$ cat src/rtl/regfile.sv
// Two-read/one-write register file with same-cycle write-to-read bypass; r0 reads as zero.
// Optional write trace outputs (commit count, last address/data) enabled by REGFILE_WRITE_TRACE_EN.
module regfile #(
   parameter int unsigned DATA_W   = 32,
   parameter int unsigned ADDR_W   = 5,
   parameter int unsigned NUM_REGS = 32
) (
   input  logic              clk,
   input  logic              rst,
   input  logic              we,
   input  logic [ADDR_W-1:0] waddr,
   input  logic [DATA_W-1:0] wdata,
   input  logic              re1,
   input  logic [ADDR_W-1:0] raddr1,
   output logic [DATA_W-1:0] rdata1,
   input  logic              re2,
   input  logic [ADDR_W-1:0] raddr2,
   output logic [DATA_W-1:0] rdata2
`ifdef REGFILE_WRITE_TRACE_EN
   ,
   output logic [31:0]       wr_count,
   output logic [ADDR_W-1:0] last_waddr,
   output logic [DATA_W-1:0] last_wdata
`endif
);

   localparam int unsigned CNT_W = 32;

   logic [DATA_W-1:0] rf_q [NUM_REGS];
   logic              wr_commit;

   // Writes to r0 are dropped; reset takes priority over any write.
   assign wr_commit = we && (waddr != '0);

   always_ff @(posedge clk) begin
      if (rst) begin
         for (int i = 0; i < int'(NUM_REGS); i++) begin
            rf_q[i] <= '0;
         end
      end else if (wr_commit) begin
         rf_q[waddr] <= wdata;
      end
   end

   // Read port 1: reset, r0 and disabled port all yield zero; a same-cycle write bypasses the array.
   always_comb begin
      rdata1 = '0;
      if (!rst && (raddr1 != '0) && re1) begin
         rdata1 = (we && (waddr == raddr1)) ? wdata : rf_q[raddr1];
      end
   end

   // Read port 2: identical rules to port 1.
   always_comb begin
      rdata2 = '0;
      if (!rst && (raddr2 != '0) && re2) begin
         rdata2 = (we && (waddr == raddr2)) ? wdata : rf_q[raddr2];
      end
   end

`ifdef REGFILE_WRITE_TRACE_EN
   logic [CNT_W-1:0]  wr_count_q,   wr_count_d;
   logic [ADDR_W-1:0] last_waddr_q, last_waddr_d;
   logic [DATA_W-1:0] last_wdata_q, last_wdata_d;

   always_comb begin
      wr_count_d   = wr_count_q;
      last_waddr_d = last_waddr_q;
      last_wdata_d = last_wdata_q;
      if (wr_commit) begin
         wr_count_d   = wr_count_q + CNT_W'(1);
         last_waddr_d = waddr;
         last_wdata_d = wdata;
      end
   end

   always_ff @(posedge clk) begin
      if (rst) begin
         wr_count_q   <= '0;
         last_waddr_q <= '0;
         last_wdata_q <= '0;
      end else begin
         wr_count_q   <= wr_count_d;
         last_waddr_q <= last_waddr_d;
         last_wdata_q <= last_wdata_d;
      end
   end

   assign wr_count   = wr_count_q;
   assign last_waddr = last_waddr_q;
   assign last_wdata = last_wdata_q;
`endif

endmodule

$ cat config.mk
export PLATFORM = sky130hd
export DESIGN_NAME = regfile
export DESIGN_NICKNAME = d
export VERILOG_FILES = /design/src/rtl/regfile.sv
export SDC_FILE = /design/constraint.sdc
export NUM_CORES = 2
export LEC_CHECK = 0
export BUFFER_PORTS_ARGS = -buffer_cell sky130_fd_sc_hd__buf_2
export CAP_MARGIN = 20
export CELL_PAD_IN_SITES_DETAIL_PLACEMENT = 1
export CELL_PAD_IN_SITES_GLOBAL_PLACEMENT = 1
export CORE_MARGIN = 2
export CORE_UTILIZATION = 50
export DETAILED_ROUTE_END_ITERATION = 8
export PLACE_DENSITY_LB_ADDON = 0.3
export SLEW_MARGIN = 20
export SYNTH_ARGS = -nofsm -noshare
export SYNTH_HDL_FRONTEND = slang
export SYNTH_SLANG_ARGS = --single-unit
$ cat constraint.sdc
create_clock -name clk -period 5.4 [get_ports clk]
set_clock_uncertainty 0.1 [all_clocks]
set_input_delay 0.27 -clock clk [delete_from_list [all_inputs] [get_ports clk]]
set_output_delay 0.27 -clock clk [all_outputs]
set_load 0.01 [all_outputs]
==> impl_metrics.toml <==
[die]
die_w_um = 335
die_area_um2 = 113000
start_util_pct = 50.5
rows = 121
io_pins = 116
design.core.area_um2 = 109000
fp.dieH_um = 335

[detailed_routing]
wire_per_inst_um = 37.7
dr.pass1.iters = 5
top_layer = "met5"
via_per_inst = 7.09
finalWirelength_um = 199000
drt-met1-wl_um = 71300
routed-wl-met3_um = 23000
dr.first_iter.drc_count = 5452
routed-wl-met2_um = 95000
ant_nets = 0
drc = 0
vias = 37400

[power_and_ir_drop]
totalPowerFinal_mw = 19.1
powerDensity_nw_per_um2 = 316
irDropWorstVdd_mv = 0.283
p_leak_nw = 21.2

[cells_and_area]
drive_above_1_share_pct = 22.3
area_delta_synth_final_pct = 10.1
top_regs = "rf_q: 1024 flops"
final_common_cell = "edfxtp_1"
top_register = "rf_q"
largest_reg_flops = 1024
layout_common_cells = "edfxtp_1, and2_1, mux4_2, mux2i_1, buf_4"
nNetsFinal = 3814

[clock_network]
ctsHoldBuffers = 1
cts_resized = 0
clock-sinks = 1024
cts_tree = "yes"
root_buffer = "clkbuf_16"
cts_setup_buffers = 0
numCtsBuffers = 109
h-tree-depth = 3
clk_pin_slew_ns = 0.06
clk_path_buf_depth = 3

[global_route]
grt.overflow.total = 0
grt_start_max_net_pins = 85
grt_pass1_vias = 38600
grt_pass1_wl_um = 283000
gr-usage-all-layers_pct = 35.4
antenna_found_initial = 18

[synth]
async_flop_share_pct = 0
synth.yosys.seq_area_share_pct = 56.0
yosys_warnings = 0
synth.distinct_cells = 48
syn_area_per_cell_um2 = 14.5
synthFlopType = "edfxtp_1"
syn-instance-count = 3798
synth-edff-count = 1024
ys_ff_latch = 1024
syn_area_um2 = 54900

[placed_design]
place_congestion = 0.871
portBuffers = 115
dp_hpwl_um = 121000

[timing]
setup_viol = 0
slew_violations = 0
tightestPinTransition_ns = 1.26
finalHoldViolations = 0
rsz0062_at_grt = "no"
period_minus_slack_ns = 3.85
final.setup.tns_ns = 0
fin_crit_sh_pct = 71.3
relSlewSlack_pct = 16.1
clock.fmax_mhz = 260

[critical_path]
crit_path_frequent_cell = "buf_4"
cpPeakStageDelay_ns = 0.61
required_ns = 5.03
cp.arrival_ns = 3.48
cp_cell_sequence = "buf_8 > buf_4 > buf_4 > mux4_2 > a2111oi_1 > a21oi_1 > a22o_1 > buf_2"
setup.worst_path.end_class = "output port"
start_kind = "input port"
slowest_stage = "buf_8"
worstPathMaxFanout = 67
crit_type = "input port to output port"

[flow_run]
cap_violations = 0

[min_path]
hold_end = "rf_q[26][10]$_SDFFCE_PN0P_"
hold_start = "wdata[10]"
min_path_type = "input port to flip-flop"
hold_depth = 3

[status]
status = "finished, final reports clean"
kinds of logic (layout without fill, tap and decap cells):
family	count (synthesis)	after routing	synth area share, %
AO/OA/AOI/OAI	505	505	6.91
XOR/XNOR	10	10	0.159
buffers and inverters	420	444	3.29
flip-flops	1024	1024	56.0
multiplexers	640	640	20.5
other	1	35	0.00683
AND/OR/NAND/NOR	1198	1198	13.2
cell type report:
cell class	instances	area, um^2
tap	1414	1770
fill	10100	48400
timing repair buffer	240	1730
clock buffer	137	2850
multi-input combinational	2385	22800
clock inverter	65	541
inverter	2	8.76
sequential	1024	30700
antenna	3	7.51
synthesized netlist by cell type, drive strengths merged (2+ instances only):
| master | number | area share, % |
|---|---|---|
| a211oi | 30 | 0.41 |
| clkbuf | 310 | 2.1 |
| a221o | 31 | 0.57 |
| o22ai | 31 | 0.35 |
| nand2 | 74 | 0.51 |
| a21oi | 94 | 0.86 |
| or2 | 33 | 0.38 |
| a221oi | 63 | 1.0 |
| nand3 | 5 | 0.046 |
| nor2b | 36 | 0.41 |
| a31oi | 31 | 0.35 |
| xor2 | 4 | 0.064 |
| o21ai | 33 | 0.30 |
| nor4 | 2 | 0.023 |
| nor2 | 38 | 0.26 |
| a2111oi | 31 | 0.63 |
| mux4 | 387 | 16 |
| and2 | 993 | 11 |
| nor3 | 2 | 0.018 |
| mux2i | 252 | 4.6 |
| o221ai | 32 | 0.51 |
| xnor2 | 6 | 0.096 |
| buf | 108 | 1.2 |
| a22o | 62 | 0.99 |
| a22oi | 62 | 0.85 |
| or3b | 3 | 0.048 |
| edfxtp | 1024 | 56 |
| nand3b | 7 | 0.096 |
where the power goes:
group	total (mW)	switching [mW]	leakage, nW	internal [mW]
sequential	9.45	0.260	9.75	9.19
combinational	2.27	1.40	9.74	0.866
clock	7.38	3.23	1.66	4.15
total	19.1	4.89	21.2	14.2
per-layer routing:
layer,vias up,track usage (%)
met4,12,15.7
met3,557,7.95
met2,2652,57.2
met5,-,0.564
met1,19600,45.8
li1,14600,-
how the worst max path moves through the flow:
| stage | cells past startpoint | end | start | slack, ns |
|---|---|---|---|---|
| 3_5_place_dp | 8 | rdata1[4] | raddr1[0] | 1.65 |
| 4_1_cts | 8 | rdata1[17] | raddr1[0] | 1.62 |
| 3_3_place_gp | 8 | rdata1[17] | raddr1[0] | 1.68 |
| 2_1_floorplan | 6 | rdata2[10] | raddr2[1] | 2.89 |
| 6_report | 8 | rdata1[17] | raddr1[0] | 1.55 |
| 5_1_grt | 8 | rdata1[17] | raddr1[0] | 1.41 |
stage by stage:
step	hold WS (ns)	setup slack [ns]	util (%)	instances	area (um^2)
after floorplan	0.368	2.89	-	3829	55000
after global placement	0.516	1.68	52.3	5061	56900
after detailed placement	0.528	1.65	52.4	5064	57000
after CTS	0.0998	1.62	55.5	5267	60400
after global routing	0.149	1.41	55.5	5268	60400
final	0.123	1.55	55.5	5270	60400
worst max-delay path, delay by kind of cell:
family	cells	cell delay [ns]
buffers and inverters	4	1.50
AOI/OAI and AO/OA	3	1.02
muxes	1	0.57
(Power assumes the default switching activity.)
